**config.mk**
```make
export PLATFORM = sky130hd
export DESIGN_NAME = mult_div_unit_flat
export DESIGN_NICKNAME = d
export VERILOG_FILES = /design/src/rtl/mult_div_unit_pkg.sv /design/src/rtl/mult_div_unit_if.sv /design/src/rtl/mult_div_unit_sign_fix.sv /design/src/rtl/mult_div_unit.sv /design/src/flat_wrapper.sv
export SDC_FILE = /design/constraint.sdc
export NUM_CORES = 1
export LEC_CHECK = 0
export CORE_AREA = 2 2 212 297
export CTS_CLUSTER_DIAMETER = 150
export CTS_CLUSTER_SIZE = 12
export DETAILED_ROUTE_END_ITERATION = 12
export DIE_AREA = 0 0 214 299
export GPL_TIMING_DRIVEN = 0
export SLEW_MARGIN = 0
export SYNTH_ARGS = -nofsm -noshare
export SYNTH_HDL_FRONTEND = slang
export SYNTH_SLANG_ARGS = --single-unit
```
**constraint.sdc**
```tcl
create_clock -name clk -period 28.8 [get_ports clk]
set_input_delay 4.32 -clock clk [delete_from_list [all_inputs] [get_ports clk]]
set_output_delay 4.32 -clock clk [all_outputs]
set_load 0.03 [all_outputs]
```
**src/rtl/mult_div_unit_pkg.sv**
```systemverilog
// mdu_pkg: shared types and constants for the iterative multiply/divide unit.
//   md_op_t    : operation select carried on the op port.
//   md_state_t : FSM state encoding, exported for debug visibility.
//   FUNC_*     : R-type func codes handled by this unit.
//   func_to_op : maps a func code onto md_op_t for the decode stage.
//   op_is_signed / op_is_div : operation classification helpers.
package mdu_pkg;

  typedef enum logic [1:0] {
    MD_MULT  = 2'b00,
    MD_MULTU = 2'b01,
    MD_DIV   = 2'b10,
    MD_DIVU  = 2'b11
  } md_op_t;

  typedef enum logic [1:0] {
    ST_IDLE = 2'b00,
    ST_RUN  = 2'b01,
    ST_DONE = 2'b10
  } md_state_t;

  localparam logic [5:0] FUNC_MULT  = 6'b011000;
  localparam logic [5:0] FUNC_MULTU = 6'b011001;
  localparam logic [5:0] FUNC_DIV   = 6'b011010;
  localparam logic [5:0] FUNC_DIVU  = 6'b011011;

  function automatic md_op_t func_to_op(input logic [5:0] func);
    md_op_t op;
    op = MD_MULT;
    case (func)
      FUNC_MULT:  op = MD_MULT;
      FUNC_MULTU: op = MD_MULTU;
      FUNC_DIV:   op = MD_DIV;
      FUNC_DIVU:  op = MD_DIVU;
      default:    op = MD_MULT;
    endcase
    return op;
  endfunction

  function automatic logic op_is_signed(input md_op_t op);
    return (op == MD_MULT) || (op == MD_DIV);
  endfunction

  function automatic logic op_is_div(input md_op_t op);
    return (op == MD_DIV) || (op == MD_DIVU);
  endfunction

endpackage

```
**src/rtl/mult_div_unit_if.sv**
```systemverilog
// mult_div_unit_if: pipeline-control bundle for the multiply/divide unit.
//   start/op/a/b : issue request (master -> unit).
//   busy/done    : progress indication (unit -> master).
//   hi/lo        : architectural HI/LO registers (unit -> master).
//   state        : current FSM state, for debug observation.
//   wr_hi/wr_lo/wdata : MTHI/MTLO writes, present only with MDU_MTHILO_EN.
// Handshake: a request is taken at a rising clk edge where start=1 and the
// unit is not busy (IDLE or DONE); start during busy is dropped, never queued.
// done pulses for exactly one cycle, and hi/lo hold the result in that cycle.
interface mult_div_unit_if #(parameter int WIDTH = 32) ();
  import mdu_pkg::*;

  logic             start;
  md_op_t           op;
  logic [WIDTH-1:0] a;
  logic [WIDTH-1:0] b;
  logic             busy;
  logic             done;
  logic [WIDTH-1:0] hi;
  logic [WIDTH-1:0] lo;
  md_state_t        state;

`ifdef MDU_MTHILO_EN
  logic             wr_hi;
  logic             wr_lo;
  logic [WIDTH-1:0] wdata;

  modport master (output start, op, a, b, wr_hi, wr_lo, wdata,
                  input  busy, done, hi, lo, state);
  modport slave  (input  start, op, a, b, wr_hi, wr_lo, wdata,
                  output busy, done, hi, lo, state);
`else
  modport master (output start, op, a, b,
                  input  busy, done, hi, lo, state);
  modport slave  (input  start, op, a, b,
                  output busy, done, hi, lo, state);
`endif

endinterface

```
**src/rtl/mult_div_unit_sign_fix.sv**
```systemverilog
// md_sign_fix: combinational sign handling around the unsigned core.
//   a, b, op_signed        -> a_mag, b_mag : operand magnitudes at issue.
//   res_signed, a_neg, b_neg               : captured sign info of the op.
//   raw_prod/raw_quo/raw_rem -> prod/quo/rem : sign-corrected results.
// Product and quotient are negated when operand signs differ; the remainder
// follows the dividend's sign. Negation wraps modulo the result width.
module md_sign_fix #(
  parameter int WIDTH = 32
) (
  input  logic [WIDTH-1:0]   a,
  input  logic [WIDTH-1:0]   b,
  input  logic               op_signed,
  output logic [WIDTH-1:0]   a_mag,
  output logic [WIDTH-1:0]   b_mag,
  input  logic               res_signed,
  input  logic               a_neg,
  input  logic               b_neg,
  input  logic [2*WIDTH-1:0] raw_prod,
  input  logic [WIDTH-1:0]   raw_quo,
  input  logic [WIDTH-1:0]   raw_rem,
  output logic [2*WIDTH-1:0] prod,
  output logic [WIDTH-1:0]   quo,
  output logic [WIDTH-1:0]   rem
);

  logic flip;

  always_comb begin
    a_mag = (op_signed && a[WIDTH-1]) ? -a : a;
    b_mag = (op_signed && b[WIDTH-1]) ? -b : b;
    flip  = res_signed && (a_neg ^ b_neg);
    prod  = flip ? -raw_prod : raw_prod;
    quo   = flip ? -raw_quo : raw_quo;
    rem   = (res_signed && a_neg) ? -raw_rem : raw_rem;
  end

endmodule

```
**src/rtl/mult_div_unit.sv**
```systemverilog
// mult_div_unit: iterative MULT/MULTU/DIV/DIVU unit holding HI/LO.
//   clk  : rising-edge clock.
//   rst  : asynchronous active-high reset.
//   bus  : mult_div_unit_if.slave (start/op/a/b in, busy/done/hi/lo/state out).
// One iteration per cycle for WIDTH cycles; start at edge T yields done in
// cycle T+WIDTH+1. HI/LO hold their old values until the last RUN edge.
// Optional feature macro MDU_MTHILO_EN adds MTHI/MTLO writes through
// bus.wr_hi/bus.wr_lo/bus.wdata, honoured only while not busy.
module mult_div_unit #(
  parameter int WIDTH = 32
) (
  input logic             clk,
  input logic             rst,
  mult_div_unit_if.slave  bus
);
  import mdu_pkg::*;

  localparam int CNT_W = (WIDTH > 1) ? $clog2(WIDTH) : 1;
  localparam logic [CNT_W-1:0] CNT_LAST = CNT_W'(WIDTH - 1);

  md_state_t          state_q, state_d;
  logic [CNT_W-1:0]   cnt_q;
  md_op_t             op_q;
  logic [WIDTH-1:0]   a_q;
  logic [WIDTH-1:0]   a_mag_q, b_mag_q;
  logic               a_neg_q, b_neg_q;
  logic [2*WIDTH-1:0] acc_q;
  logic [WIDTH-1:0]   rem_q;
  logic [WIDTH-1:0]   quo_q;
  logic [WIDTH-1:0]   hi_q, lo_q;

  logic               accept;
  logic               last_iter;
  logic               in_signed;
  logic [WIDTH-1:0]   in_a_mag, in_b_mag;

  logic [WIDTH:0]     add_hi;
  logic [2*WIDTH-1:0] acc_d;
  logic [WIDTH:0]     rem_sh;
  logic [WIDTH:0]     diff;
  logic               q_bit;
  logic [WIDTH-1:0]   rem_d;
  logic [WIDTH-1:0]   quo_d;

  logic [2*WIDTH-1:0] prod_fix;
  logic [WIDTH-1:0]   quo_fix, rem_fix;
  logic [WIDTH-1:0]   res_hi, res_lo;

  assign in_signed = op_is_signed(bus.op);
  assign accept    = bus.start && (state_q != ST_RUN);
  assign last_iter = (state_q == ST_RUN) && (cnt_q == CNT_LAST);

  // One instance serves both ends: magnitudes come from the live operands
  // (used only on the accepting edge), corrections from captured signs.
  md_sign_fix #(.WIDTH(WIDTH)) u_sign_fix (
    .a          (bus.a),
    .b          (bus.b),
    .op_signed  (in_signed),
    .a_mag      (in_a_mag),
    .b_mag      (in_b_mag),
    .res_signed (op_is_signed(op_q)),
    .a_neg      (a_neg_q),
    .b_neg      (b_neg_q),
    .raw_prod   (acc_d),
    .raw_quo    (quo_d),
    .raw_rem    (rem_d),
    .prod       (prod_fix),
    .quo        (quo_fix),
    .rem        (rem_fix)
  );

  // FSM next state.
  always_comb begin
    state_d = state_q;
    case (state_q)
      ST_IDLE: if (bus.start) state_d = ST_RUN;
      ST_RUN:  if (cnt_q == CNT_LAST) state_d = ST_DONE;
      ST_DONE: state_d = bus.start ? ST_RUN : ST_IDLE;
      default: state_d = ST_IDLE;
    endcase
  end

  // One iteration of both engines; only the one matching op_q is used.
  always_comb begin
    // Shift-add: multiplier sits in the low half and shifts out as the
    // partial product shifts in from the top.
    add_hi = {1'b0, acc_q[2*WIDTH-1:WIDTH]} + (acc_q[0] ? {1'b0, a_mag_q} : '0);
    acc_d  = {add_hi, acc_q[WIDTH-1:1]};

    // Restoring division: dividend bits shift out of quo_q into the
    // partial remainder, quotient bits shift in at the bottom. The extra
    // bit of rem_sh/diff makes the borrow visible as the sign.
    rem_sh = {rem_q, quo_q[WIDTH-1]};
    diff   = rem_sh - {1'b0, b_mag_q};
    q_bit  = ~diff[WIDTH];
    rem_d  = q_bit ? diff[WIDTH-1:0] : rem_sh[WIDTH-1:0];
    quo_d  = {quo_q[WIDTH-2:0], q_bit};

    // Most-negative / -1 needs no special path: magnitudes give quotient
    // 2^(WIDTH-1), whose negation wraps to itself, and remainder 0.
    if (op_is_div(op_q)) begin
      if (b_mag_q == '0) begin
        res_hi = a_q;
        res_lo = '1;
      end else begin
        res_hi = rem_fix;
        res_lo = quo_fix;
      end
    end else begin
      res_hi = prod_fix[2*WIDTH-1:WIDTH];
      res_lo = prod_fix[WIDTH-1:0];
    end
  end

  always_ff @(posedge clk or posedge rst) begin
    if (rst) begin
      state_q <= ST_IDLE;
      cnt_q   <= '0;
      op_q    <= MD_MULT;
      a_q     <= '0;
      a_mag_q <= '0;
      b_mag_q <= '0;
      a_neg_q <= 1'b0;
      b_neg_q <= 1'b0;
      acc_q   <= '0;
      rem_q   <= '0;
      quo_q   <= '0;
    end else begin
      state_q <= state_d;
      if (accept) begin
        op_q    <= bus.op;
        a_q     <= bus.a;
        a_mag_q <= in_a_mag;
        b_mag_q <= in_b_mag;
        a_neg_q <= in_signed && bus.a[WIDTH-1];
        b_neg_q <= in_signed && bus.b[WIDTH-1];
        acc_q   <= {{WIDTH{1'b0}}, in_b_mag};
        rem_q   <= '0;
        quo_q   <= in_a_mag;
        cnt_q   <= '0;
      end else if (state_q == ST_RUN) begin
        acc_q <= acc_d;
        rem_q <= rem_d;
        quo_q <= quo_d;
        cnt_q <= last_iter ? '0 : cnt_q + CNT_W'(1);
      end
    end
  end

  // HI/LO: result on the last RUN edge; MTHI/MTLO only when not busy.
  always_ff @(posedge clk or posedge rst) begin
    if (rst) begin
      hi_q <= '0;
      lo_q <= '0;
    end else if (last_iter) begin
      hi_q <= res_hi;
      lo_q <= res_lo;
    end
`ifdef MDU_MTHILO_EN
    else if (state_q != ST_RUN) begin
      if (bus.wr_hi) hi_q <= bus.wdata;
      if (bus.wr_lo) lo_q <= bus.wdata;
    end
`endif
  end

  assign bus.busy  = (state_q == ST_RUN);
  assign bus.done  = (state_q == ST_DONE);
  assign bus.hi    = hi_q;
  assign bus.lo    = lo_q;
  assign bus.state = state_q;

endmodule
```
**src/flat_wrapper.sv**
```systemverilog
// flat-port wrapper written by rule: the top's interface ports become plain ports
module mult_div_unit_flat import mdu_pkg::*;
#(
  parameter int WIDTH = 32
)
  (clk, rst, bus_start, bus_op, bus_a, bus_b, bus_busy, bus_done, bus_hi, bus_lo, bus_state);
  mult_div_unit_if #(.WIDTH(WIDTH)) bus_i ();
  input logic clk;
  input logic rst;
  input wire logic [$bits(bus_i.start)-1:0] bus_start;
  input wire logic [$bits(bus_i.op)-1:0] bus_op;
  input wire logic [$bits(bus_i.a)-1:0] bus_a;
  input wire logic [$bits(bus_i.b)-1:0] bus_b;
  output wire logic [$bits(bus_i.busy)-1:0] bus_busy;
  output wire logic [$bits(bus_i.done)-1:0] bus_done;
  output wire logic [$bits(bus_i.hi)-1:0] bus_hi;
  output wire logic [$bits(bus_i.lo)-1:0] bus_lo;
  output wire logic [$bits(bus_i.state)-1:0] bus_state;
  assign bus_i.start = bus_start;
  assign bus_i.op = bus_op;
  assign bus_i.a = bus_a;
  assign bus_i.b = bus_b;
  assign bus_busy = bus_i.busy;
  assign bus_done = bus_i.done;
  assign bus_hi = bus_i.hi;
  assign bus_lo = bus_i.lo;
  assign bus_state = bus_i.state;
  mult_div_unit #(.WIDTH(WIDTH)) u_core (.clk(clk), .rst(rst), .bus(bus_i));
endmodule
```
==> impl_metrics.yaml <==
cells_and_area:
  nets: 2936
  areaGrowthSynthToFinish_pct: 15.1
  mostFrequentLayoutCells: "366 x o21ai_0, 362 x nand2_1, 298 x dfrtp_1"
  final_common_cell: "o21ai_0"
  drive_above_1_share_pct: 4.80
  n_fill_cell: 6306
drt:
  drt-total-wl_um: 91600
  dr_wl_met3_um: 5000
  wl_per_cell_um: 25.3
  ant_nets: 0
  viasPerCell: 5.91
  dr.pass1.iters: 6
  drt_iter0_drc: 1914
  route.detailed.drc: 0
  num_vias: 21400
  dr_wl_met2_um: 44200
  top_layer: "met4"
  met1_length_um: 34800
hold_path:
  hold_path_startpoint: "u_core.cnt_q[3]"
  hold_class: "reg -> reg"
  hold_depth: 1
  min_to: "u_core.cnt_q[3]"
yosys:
  syn_inst: 2625
  async_reset_ff_share_pct: 100
  ys_seq_area_share_pct: 35.0
  syn_area_um2: 21300
  ys_warn_count: 0
  synth_edf_count: 0
  syn_nets: 2767
  synth-seq-cells: 298
  synth_cell_type_count: 96
  synth_ff_type: "dfrtp_1"
  syn_area_per_cell_um2: 8.12
pwr:
  pwr-share-clk_pct: 9.3
  p_per_area_nw_per_um2: 151
  p_int_w: 0.00166
  switchingPower_w: 0.00203
  p_seq_share_pct: 22.2
  switching_share_pct: 55.0
  ir_drop_uv: 78.8
  pwr-share-comb_pct: 68.4
  power.total_w: 0.00370
  total_leakage_power_nw: 10.2
setup_path:
  required_ns: 24.48
  critPathCaptureType: "primary output"
  r2r-start: "u_core.quo_q[31]"
  cp_data_arrival_time_ns: 4.10
  r2r_cells: 25
  rrSetupSlack_ns: 22.45
  crit_fanout: 10
  cp-start-kind: "flip-flop"
  path_class: "reg -> out"
  reg2reg_to: "u_core.bus.hi[20]"
sta:
  fin_ws_ns: 20.38
  tightest_slew_ns: 1.30
  maxSlewHeadroom_pct: 13.2
  finalSetupTns_ns: 0
  finalCriticalPeriod_ns: 8.42
  setup_viol: 0
  timing.fmax_mhz: 119
  rsz0062_at_grt: "false"
  finalCritPeriodShare_pct: 29.2
  finalClockSkew_ns: 0.0153
  hold_ws_ns: 0.477
  drv_slew: 0
  hold_violations: 0
floorplanning:
  rows: 108
  die-area_um2: 64000
  core_um2: 61500
  fp.dieH_um: 299
  die_w_um: 214
  start_util_pct: 34.6
  ios: 137
clock_tree:
  root_buffer: "clkbuf_16"
  cts_setup_buffers: 0
  cts-resized-gates: 0
  tritoncts: "yes"
  clockBufferDepth: 3
  clk-insertion-delay-late_ns: 0.59
  cts_buffers: 28
  clkTransAtPathRegs_ns: 0.06
  clock-sinks: 298
  cts_hold_buf: 0
  htreeDepth: 1
placement:
  hpwlAfterDp_um: 72800
  dp_slack_ns: 20.73
  gp_congestion: 0.988
  io_buffers: 136
grt:
  grt_first_pass_wirelength_um: 135000
  grt_util_all_layers_pct: 28.0
  first_global_vias: 21000
  grt_max_degree: 120
  grt_overflow: 0
  antenna_found_initial: 0
flow_run:
  max_cap_viol_count: 0
status:
  status: "finished, final reports clean"
-- stage by stage --
step	std cells	utilization, %	instance area [um^2]
finish	3621	39.9	24500
global route	3619	39.9	24500
CTS	3619	39.9	24500
detailed placement	3589	38.7	23800
global placement	3586	38.5	23700
floorplan	2625	-	21300
-- final cells by class --
type	count	area (um^2)	share of cell area (%)
clock inverter	1	16.3	0.0663
tap	825	1030	4.21
antenna	2	5.00	0.0204
clock buffer	29	714	2.91
inverter	71	274	1.12
timing repair buffer	139	1440	5.89
sequential	298	7460	30.4
multi-input combinational	2096	12900	52.7
buffer	160	666	2.71
-- worst max path at each step --
stage,startpoint,endpoint,slack [ns],cells after the start
2_1_floorplan,rst,u_core.a_mag_q[0],16.25,1
3_3_place_gp,rst,u_core.bus.lo[18],12.11,2
3_5_place_dp,bus_b[13],u_core.acc_q[29],20.73,13
4_1_cts,u_core.bus.state[0],bus_busy,20.45,6
5_1_grt,u_core.bus.state[0],bus_busy,20.38,6
6_report,u_core.bus.state[0],bus_busy,20.38,6
-- power by group through the flow --
stage | clock network (W) | logic [W] | registers [W]
floorplan | 0 | 0.00165 | 0.000782
global placement | 0 | 0.00244 | 0.000812
detailed placement | 0 | 0.00246 | 0.000818
CTS | 0.000349 | 0.00248 | 0.000812
global route | 0.000361 | 0.00273 | 0.000839
finish | 0.000345 | 0.00253 | 0.000822
-- cells in the mapped netlist (13+ instances only) --
master	instances	area share, %
a21oi_1	183	4.3
nand2b_1	17	0.50
o211ai_1	30	1.1
xor2_1	123	5.1
dfrtp_1	298	35
a21o_1	21	0.74
ha_1	71	4.2
o41ai_1	14	0.58
nor2b_1	18	0.53
o31ai_1	29	1.0
inv_1	69	1.2
nor3_1	43	1.0
or3_1	16	0.47
o22ai_1	33	0.97
o21a_1	13	0.46
nor4_1	24	0.70
mux2_2	33	1.7
buf_1	13	0.23
o21ai_0	366	8.6
mux2i_1	33	1.6
and2_1	49	1.4
a31oi_1	20	0.59
or4_1	19	0.67
nand4_1	22	0.65
nand2_1	362	6.4
xnor2_1	101	4.2
and3_1	26	0.76
a211oi_1	19	0.67
clkbuf_1	126	2.2
nor2_1	181	3.2
nand3_1	74	1.7
-- metal layers --
metal | up-vias | track usage [%]
met4 | 0 | 20.7
met2 | 910 | 48.0
met1 | 10500 | 32.5
met3 | 284 | 2.78
li1 | 9704 | -
met5 | - | 0
-- logic make-up (layout without fill, tap and decap cells) --
kind of cell,after synthesis,count (layout),share of synthesized area (%)
xor gates and xnor gates,225,225,9.34
muxes,66,66,3.29
DFF,298,298,35.0
AOI/OAI and AO/OA,825,825,23.1
adders and majority gates,73,73,4.36
buffers and inverters,231,400,4.38
other,0,2,0
and+or+nand+nor,907,907,20.5
-- state kept, by name (all words and copies together) (netlist names), 2 cells and up --
signal / cells
u_core.b_mag_q: 32
u_core.op_q: 2
u_core.bus.state: 2
u_core.acc_q: 64
u_core.rem_q: 32
u_core.bus.hi: 32
u_core.a_q: 31
u_core.a_mag_q: 32
u_core.cnt_q: 5
u_core.bus.lo: 32
u_core.quo_q: 32
-- critical path, cell delays in order, from the launching register on --
cell and delay, ns:
dfrtp_1 0.40, nand2b_1 0.08, clkbuf_1 0.75, clkinv_1 0.63, clkbuf_1 0.39, clkbuf_1 0.50, clkdlybuf4s50_1 0.74
Power figures use the tool's default switching activity.
